$ cat src/rtl/sbus_frame_decoder_param.sv
// S-Bus style packed-channel frame decoder driven by a UART RX byte stream.
// Frames are gathered in a shadow register and committed atomically on a valid END byte.
module sbus_frame_decoder_param #(
  parameter int unsigned NUM_CH              = 16,
  parameter int unsigned CH_WIDTH            = 11,
  parameter logic [7:0]  START_BYTE          = 8'hF0,
  parameter logic [7:0]  END_BYTE            = 8'h00,
  parameter bit          LSB_FIRST           = 1'b1,
  parameter int unsigned BYTE_GAP_TICKS      = 5000,
  parameter int unsigned FRAME_TIMEOUT_TICKS = 10000000
) (
  input  logic                         clk_i,
  input  logic                         rst_ni,
  input  logic [7:0]                   uart_i,
  input  logic                         rdy_i,
  input  logic                         err_i,
  output logic [NUM_CH*CH_WIDTH-1:0]   channels_o,
  output logic [7:0]                   flags_o,
  output logic                         failsafe_o,
  output logic                         frame_lost_o,
  output logic                         frame_rdy_o,
  output logic                         frame_err_o,
  output logic                         frame_timeout_o,
  output logic [15:0]                  err_cnt_o
);

  localparam int unsigned PW = NUM_CH * CH_WIDTH;
  localparam int unsigned NB = (PW + 7) / 8;
  localparam int unsigned BW = $clog2(NB + 2);
  localparam int unsigned GW = (BYTE_GAP_TICKS > 1) ? $clog2(BYTE_GAP_TICKS + 1) : 1;
  localparam int unsigned TW = (FRAME_TIMEOUT_TICKS > 1) ? $clog2(FRAME_TIMEOUT_TICKS + 1) : 1;
  localparam logic [GW-1:0] GAP_MAX = GW'(BYTE_GAP_TICKS);
  localparam logic [TW-1:0] TMAX    = TW'(FRAME_TIMEOUT_TICKS);
  localparam logic [BW-1:0] LAST_B  = BW'(NB - 1);

  typedef enum logic [1:0] {ST_HUNT, ST_DATA, ST_FLAGS, ST_END} state_e;

  state_e          state_q;
  logic [PW-1:0]   shadow_q, shadow_d;
  logic [7:0]      flags_sh_q;
  logic [BW-1:0]   byte_cnt_q;
  logic [GW-1:0]   gap_q, gap_d, gap_inc;
  logic [TW-1:0]   timer_q, timer_d;
  logic [PW-1:0]   channels_q, chan_dec;
  logic [7:0]      flags_q;
  logic            frame_rdy_q, frame_err_q, timeout_q;
  logic [15:0]     err_cnt_q;

  logic [7:0]      byte_in;
  logic            byte_ok, in_frame, gap_exp, bad_end, frame_error, commit;

  always_comb begin
    byte_in = uart_i;
    if (!LSB_FIRST) begin
      for (int unsigned b = 0; b < 8; b++) byte_in[b] = uart_i[7-b];
    end
  end

  // err_i on the same cycle as rdy_i drops the byte; rdy_i beats a gap expiry.
  always_comb begin
    byte_ok     = rdy_i && !err_i;
    in_frame    = (state_q != ST_HUNT);
    gap_inc     = gap_q + 1'b1;
    gap_d       = (rdy_i || !in_frame) ? '0 : gap_inc;
    gap_exp     = (BYTE_GAP_TICKS != 0) && in_frame && !rdy_i && (gap_inc == GAP_MAX);
    bad_end     = (state_q == ST_END) && byte_ok && (uart_i != END_BYTE);
    commit      = (state_q == ST_END) && byte_ok && (uart_i == END_BYTE);
    frame_error = in_frame && (err_i || gap_exp || bad_end);
    timer_d     = commit ? '0 : ((timer_q == TMAX) ? timer_q : timer_q + 1'b1);
  end

  // Shadow holds the payload as a bit stream; bit s of the stream is shadow[s].
  always_comb begin
    shadow_d = shadow_q;
    for (int unsigned s = 0; s < PW; s++) begin
      if (byte_cnt_q == BW'(s / 8)) shadow_d[s] = byte_in[s % 8];
    end
  end

  always_comb begin
    chan_dec = '0;
    for (int unsigned s = 0; s < PW; s++) begin
      if (LSB_FIRST) chan_dec[s] = shadow_q[s];
      else chan_dec[(s / CH_WIDTH) * CH_WIDTH + (CH_WIDTH - 1 - (s % CH_WIDTH))] = shadow_q[s];
    end
  end

  always_ff @(posedge clk_i or negedge rst_ni) begin
    if (!rst_ni) begin
      state_q     <= ST_HUNT;
      shadow_q    <= '0;
      flags_sh_q  <= '0;
      byte_cnt_q  <= '0;
      gap_q       <= '0;
      timer_q     <= '0;
      channels_q  <= '0;
      flags_q     <= '0;
      frame_rdy_q <= 1'b0;
      frame_err_q <= 1'b0;
      timeout_q   <= 1'b0;
      err_cnt_q   <= '0;
    end else begin
      frame_rdy_q <= commit;
      frame_err_q <= frame_error;
      gap_q       <= gap_d;
      timer_q     <= timer_d;
      timeout_q   <= (timer_d >= TMAX);
      if (frame_error && (err_cnt_q != 16'hFFFF)) err_cnt_q <= err_cnt_q + 16'd1;

      if (frame_error) begin
        state_q    <= ST_HUNT;
        shadow_q   <= '0;
        byte_cnt_q <= '0;
      end else begin
        unique case (state_q)
          ST_HUNT: begin
            if (byte_ok && (uart_i == START_BYTE)) begin
              state_q    <= ST_DATA;
              shadow_q   <= '0;
              byte_cnt_q <= '0;
            end
          end
          ST_DATA: begin
            if (byte_ok) begin
              shadow_q <= shadow_d;
              if (byte_cnt_q == LAST_B) begin
                state_q    <= ST_FLAGS;
                byte_cnt_q <= '0;
              end else begin
                byte_cnt_q <= byte_cnt_q + 1'b1;
              end
            end
          end
          ST_FLAGS: begin
            if (byte_ok) begin
              flags_sh_q <= uart_i;
              state_q    <= ST_END;
            end
          end
          ST_END: begin
            if (commit) begin
              channels_q <= chan_dec;
              flags_q    <= flags_sh_q;
              state_q    <= ST_HUNT;
            end
          end
          default: state_q <= ST_HUNT;
        endcase
      end
    end
  end

  assign channels_o      = channels_q;
  assign flags_o         = flags_q;
  assign failsafe_o      = flags_q[3];
  assign frame_lost_o    = flags_q[2];
  assign frame_rdy_o     = frame_rdy_q;
  assign frame_err_o     = frame_err_q;
  assign frame_timeout_o = timeout_q;
  assign err_cnt_o       = err_cnt_q;

endmodule
$ cat config.mk
export PLATFORM = sky130hd
export DESIGN_NAME = sbus_frame_decoder_param
export DESIGN_NICKNAME = d
export VERILOG_FILES = /design/src/rtl/sbus_frame_decoder_param.sv
export SDC_FILE = /design/constraint.sdc
export NUM_CORES = 1
export LEC_CHECK = 0
export BUFFER_PORTS_ARGS = -buffer_cell sky130_fd_sc_hd__buf_2
export CAP_MARGIN = 20
export CORE_MARGIN = 2
export CORE_UTILIZATION = 37
export CTS_CLUSTER_SIZE = 25
export DETAILED_ROUTE_END_ITERATION = 10
export GPL_ROUTABILITY_DRIVEN = 1
export GPL_TIMING_DRIVEN = 1
export SYNTH_ARGS = -nofsm -noshare
export SYNTH_HDL_FRONTEND = slang
export SYNTH_SLANG_ARGS = --single-unit
$ cat constraint.sdc
create_clock -name clk_i -period 6.45 [get_ports clk_i]
set_clock_uncertainty 0.1 [all_clocks]
set_input_delay 0.9675 -clock clk_i [delete_from_list [all_inputs] [get_ports clk_i]]
set_output_delay 0.9675 -clock clk_i [all_outputs]
set_load 0.02 [all_outputs]
==> flow_summary.html <==
<table>
<tr><th>Metric</th><th>Value</th></tr>
<tr><th colspan="2">Run status</th></tr>
<tr><td>Status</td><td>complete, but fails checks</td></tr>
<tr><td>Violations in the final reports</td><td>design-rule violations</td></tr>
<tr><th colspan="2">Routing</th></tr>
<tr><td>WL/cell</td><td>18.7 µm</td></tr>
<tr><td>Residual DRC count</td><td>12</td></tr>
<tr><td>Number of vias in the routed layout</td><td>12700</td></tr>
<tr><td>Final WL</td><td>46.9 mm</td></tr>
<tr><td>Top Layer Used</td><td>met4</td></tr>
<tr><td>Met3 Wirelength</td><td>2.61 mm</td></tr>
<tr><td>Metal-1 WL</td><td>21.9 mm</td></tr>
<tr><td>Number of vias per cell</td><td>around 5</td></tr>
<tr><td>First drt pass iteration count</td><td>8</td></tr>
<tr><td>Met2 WL post-DR</td><td>21.4 mm</td></tr>
<tr><td>Number of nets with antenna violations after routing</td><td>0</td></tr>
<tr><td>Drt first-iter violations</td><td>slightly below 900</td></tr>
<tr><th colspan="2">Final layout</th></tr>
<tr><td>Total Nets Final</td><td>1889</td></tr>
<tr><td>Antenna cell count</td><td>0</td></tr>
<tr><td>Finished layout cell area</td><td>20900 µm²</td></tr>
<tr><td>Synth-to-layout area growth</td><td>19.0%</td></tr>
<tr><td>Fill cells</td><td>4434</td></tr>
<tr><td>Ratio of cells with drive above 1 in the final layout</td><td>18.8%</td></tr>
<tr><td>Post-layout instance count excluding filler cells</td><td>about 2500</td></tr>
<tr><td>Post-route core utilization</td><td>between 40% and 50%</td></tr>
<tr><th colspan="2">Critical path</th></tr>
<tr><td>Buffering stage count on the worst path with inverters included</td><td>1</td></tr>
<tr><td>Worst path required time</td><td>6860 ps</td></tr>
<tr><td>Master of the slowest instance on the critical path</td><td>sky130_fd_sc_hd__and2_1</td></tr>
<tr><td>Largest delay contributor family on the critical path</td><td>simple AND/OR/NAND/NOR gates</td></tr>
<tr><td>Max FO, Critical Path</td><td>27</td></tr>
<tr><td>Category of the worst setup path capture point</td><td>flop</td></tr>
<tr><td>Launching point of the worst reg2reg path</td><td>state_q[1]</td></tr>
<tr><td>Cells along the critical path</td><td>inv_1 -&gt; ha_1 -&gt; nand2_1 -&gt; nor3_2 -&gt; and2_1 -&gt; a22o_1</td></tr>
<tr><td>Terminus of the critical flop-to-flop path</td><td>chan_dec[110]</td></tr>
<tr><td>Critical path type</td><td>flop to flop</td></tr>
<tr><td>Delay of the slowest cell on the worst path</td><td>970 ps</td></tr>
<tr><td>Arrival time reported for the critical path endpoint</td><td>about 4200 ps</td></tr>
<tr><td>R2R setup slack</td><td>between 2000 and 3000 ps</td></tr>
<tr><td>Depth of the critical timing path with buffers and inverters included</td><td>6</td></tr>
<tr><td>Worst R2R Path Depth</td><td>6</td></tr>
<tr><td>Worst Setup Start Kind</td><td>flop</td></tr>
<tr><th colspan="2">Clock tree</th></tr>
<tr><td>Clock-pin slew on the worst setup and hold paths</td><td>60 ps</td></tr>
<tr><td>Depth of the CTS H-tree</td><td>2</td></tr>
<tr><td>Clock root cell</td><td>sky130_fd_sc_hd__clkbuf_16</td></tr>
<tr><td>Number of buffers on the longest clock path</td><td>3</td></tr>
<tr><td>TritonCTS clock tree</td><td>yes</td></tr>
<tr><td>Post-CTS Setup Repair Bufs</td><td>0</td></tr>
<tr><td>Number of buffers inserted during clock tree synthesis</td><td>46</td></tr>
<tr><td>CTS Hold Bufs</td><td>0</td></tr>
<tr><td>Gates resized, CTS repair</td><td>0</td></tr>
<tr><td>Source-to-sink clock delay at the later pin of the worst-skew pair</td><td>580 ps</td></tr>
<tr><td>Number of clock sinks seen by CTS</td><td>431</td></tr>
<tr><th colspan="2">Min path</th></tr>
<tr><td>Hold Crit Class</td><td>input pin to async pin</td></tr>
<tr><th colspan="2">Synth</th></tr>
<tr><td>Post-Syn Nets</td><td>1690</td></tr>
<tr><td>Sequential cell area fraction in the yosys report</td><td>roughly three fifths</td></tr>
<tr><td>Count of flip-flops with a built-in enable after synthesis</td><td>0</td></tr>
<tr><td>Number of distinct library cell variants in the gate-level netlist after synthesis</td><td>57</td></tr>
<tr><td>Primary FF master, synth</td><td>sky130_fd_sc_hd__dfrtp_1</td></tr>
<tr><td>Cell area after synthesis</td><td>17500 µm²</td></tr>
<tr><td>Gate count after technology mapping</td><td>1663</td></tr>
<tr><td>Share of async-settable or async-resettable flops after synthesis</td><td>100%</td></tr>
<tr><td>Average cell area after synthesis</td><td>10.5 µm²</td></tr>
<tr><td>YS warnings</td><td>0</td></tr>
<tr><td>Number of register bits inferred by synthesis</td><td>431</td></tr>
<tr><th colspan="2">GRT</th></tr>
<tr><td>Aggregate global routing overflow</td><td>0</td></tr>
<tr><td>Via count of the first global-routing pass</td><td>12600</td></tr>
<tr><td>Global-route wire length before repair</td><td>74.8 mm</td></tr>
<tr><td>Global routing usage summed across all routing layers</td><td>between 10% and 20%</td></tr>
<tr><td>Antenna violations before repair</td><td>1</td></tr>
<tr><td>Maximum number of pins on one net before global-route repair</td><td>176</td></tr>
<tr><th colspan="2">Timing</th></tr>
<tr><td>RSZ-0062 raised after global routing</td><td>false</td></tr>
<tr><td>Final Hold Violating Endpoints</td><td>0</td></tr>
<tr><td>Slew Viols, Final</td><td>0</td></tr>
<tr><td>Part of the cycle the worst path needs</td><td>58.5%</td></tr>
<tr><td>Highest clock rate</td><td>265 MHz</td></tr>
<tr><td>Number of setup violations in the final report</td><td>0</td></tr>
<tr><td>Worst Max-Slew Pin Slew</td><td>1140 ps</td></tr>
<tr><td>Slew margin rel.</td><td>between 20% and 30%</td></tr>
<tr><td>Setup TNS after final layout</td><td>0 ps</td></tr>
<tr><td>Clock period minus final worst setup slack</td><td>roughly 3800 ps</td></tr>
<tr><th colspan="2">Place</th></tr>
<tr><td>Final weighted congestion in routability-driven placement</td><td>between 0.8 and 0.9</td></tr>
<tr><td>Instance count after placement with tap cells included</td><td>2416</td></tr>
<tr><td>Placed Instance Area</td><td>19100 µm²</td></tr>
<tr><td>Number of buffers added on ports</td><td>216</td></tr>
<tr><td>Estimated wirelength of the detail-placed design</td><td>between 30 and 40 mm</td></tr>
<tr><th colspan="2">Floorplan</th></tr>
<tr><td>Number of rows created at floorplan</td><td>79</td></tr>
<tr><td>IO Pins</td><td>217</td></tr>
<tr><td>Area of the die</td><td>49200 µm²</td></tr>
<tr><td>Floorplan die width</td><td>222 µm</td></tr>
<tr><td>Core Area</td><td>46700 µm²</td></tr>
<tr><td>Starting utilization of the core area</td><td>between 30 and 40%</td></tr>
<tr><td>Vertical extent of the die</td><td>between 200 and 250 µm</td></tr>
<tr><th colspan="2">Power and ir drop</th></tr>
<tr><td>Leakage power</td><td>~11 nW</td></tr>
<tr><td>Worst ir drop on vdd</td><td>180 µV</td></tr>
<tr><td>Overall power</td><td>0.00688 W</td></tr>
<tr><td>Pwr/cell area</td><td>~330 nW/µm²</td></tr>
<tr><th colspan="2">Job</th></tr>
<tr><td>Max-cap check violation count</td><td>0</td></tr>
</table>
## worst register-to-register path, delay by kind of cell, from the launching register on
family,cells,cell delay [ps]
AND/OR/NAND/NOR,3,1940
adder cells (fa/ha/maj),1,830
flip-flops,1,420
AO/OA/AOI/OAI,1,300
buffers and inverters,1,120
## kinds of logic after synthesis
kind of cell | after synthesis | share of synthesized area, %
adders and majority gates | 15 | 1.07
AOI/OAI and AO/OA | 251 | 12.1
and+or+nand+nor | 794 | 19.1
xor gates and xnor gates | 48 | 2.40
DFF | 431 | 61.5
buffers and inverters | 111 | 3.04
muxes | 13 | 0.806
## registers in the layout, indices dropped and copies added (netlist names)
register	cells
channels_o	176
state_q	2
byte_cnt_q	5
frame_timeout_o	1
chan_dec	176
flags_o	8
flags_sh_q	8
timer_q	24
frame_err_o	1
gap_q	13
err_cnt_o	16
frame_rdy_o	1
## per-stage QoR
stage,setup WS [ps],hold slack [ps]
floorplan,3550,342
global placement,2320,346
detailed placement,2270,350
CTS,2620,350
global route,2390,380
finish,2680,312
## routing by layer
metal  vias up  GRT usage, %
li1       6015             -
met1      6350          26.7
met2       287          29.7
met3        66          4.69
met4         0          5.10
met5         -             0
## final cells by class
cell class | count | area (µm²) | share of cell area, %
inverters | 25 | 93.8 | 0.450
multi-input cells | 1121 | 6230 | 29.9
well taps | 607 | 759 | 3.64
repair buffers | 237 | 1310 | 6.27
flip-flops and latches | 431 | 10800 | 51.7
clock buffers | 63 | 1340 | 6.40
clock inverters | 18 | 350 | 1.68
## cells in the mapped netlist, types with 8 or more instances
| library cell | n | share of area (%) |
|---|---|---|
| sky130_fd_sc_hd__and3_1 | 8 | 0.29 |
| sky130_fd_sc_hd__buf_6 | 9 | 0.58 |
| sky130_fd_sc_hd__xor2_1 | 30 | 1.5 |
| sky130_fd_sc_hd__dfrtp_1 | 431 | 61 |
| sky130_fd_sc_hd__nand3_1 | 17 | 0.49 |
| sky130_fd_sc_hd__nor2_2 | 8 | 0.29 |
| sky130_fd_sc_hd__clkbuf_1 | 56 | 1.2 |
| sky130_fd_sc_hd__o21ai_0 | 22 | 0.63 |
| sky130_fd_sc_hd__buf_2 | 9 | 0.26 |
| sky130_fd_sc_hd__and2_1 | 14 | 0.50 |
| sky130_fd_sc_hd__buf_4 | 10 | 0.43 |
| sky130_fd_sc_hd__inv_1 | 25 | 0.53 |
| sky130_fd_sc_hd__nand4_1 | 18 | 0.64 |
| sky130_fd_sc_hd__nand2_1 | 593 | 13 |
| sky130_fd_sc_hd__a22o_1 | 178 | 8.9 |
| sky130_fd_sc_hd__ha_1 | 15 | 1.1 |
| sky130_fd_sc_hd__a21oi_1 | 17 | 0.49 |
| sky130_fd_sc_hd__mux2_2 | 9 | 0.58 |
| sky130_fd_sc_hd__nor2_1 | 73 | 1.6 |
| sky130_fd_sc_hd__nor3_1 | 17 | 0.49 |
| sky130_fd_sc_hd__xnor2_1 | 18 | 0.90 |
## layout by cell type (no fill, tap or decap), types with 18 or more instances in the layout
cell type,n
sky130_fd_sc_hd__nand4_1,18
sky130_fd_sc_hd__dfrtp_1,431
sky130_fd_sc_hd__nor2_1,73
sky130_fd_sc_hd__xor2_1,30
sky130_fd_sc_hd__xnor2_1,18
sky130_fd_sc_hd__nand2_1,593
sky130_fd_sc_hd__buf_2,215
sky130_fd_sc_hd__clkbuf_16,47
sky130_fd_sc_hd__o21ai_0,21
sky130_fd_sc_hd__inv_1,25
sky130_fd_sc_hd__a22o_1,178
## worst max path at each step
stage / startpoint / end / slack [ps]
floorplan: uart_i[1] / chan_dec[10] / 3550
global placement: uart_i[4] / chan_dec[39] / 2320
detailed placement: uart_i[4] / chan_dec[93] / 2270
CTS: state_q[1] / chan_dec[133] / 2620
global route: state_q[1] / chan_dec[110] / 2390
finish: state_q[1] / chan_dec[110] / 2680
## power breakdown
group / leakage [nW] / internal [W] / switching, W
logic: 4.28 / 0.000283 / 0.000759
clock network: 0.828 / 0.00184 / 0.00109
registers: 5.90 / 0.00280 / 0.0000957
total: 11.0 / 0.00493 / 0.00195
(Power assumes the default switching activity.)
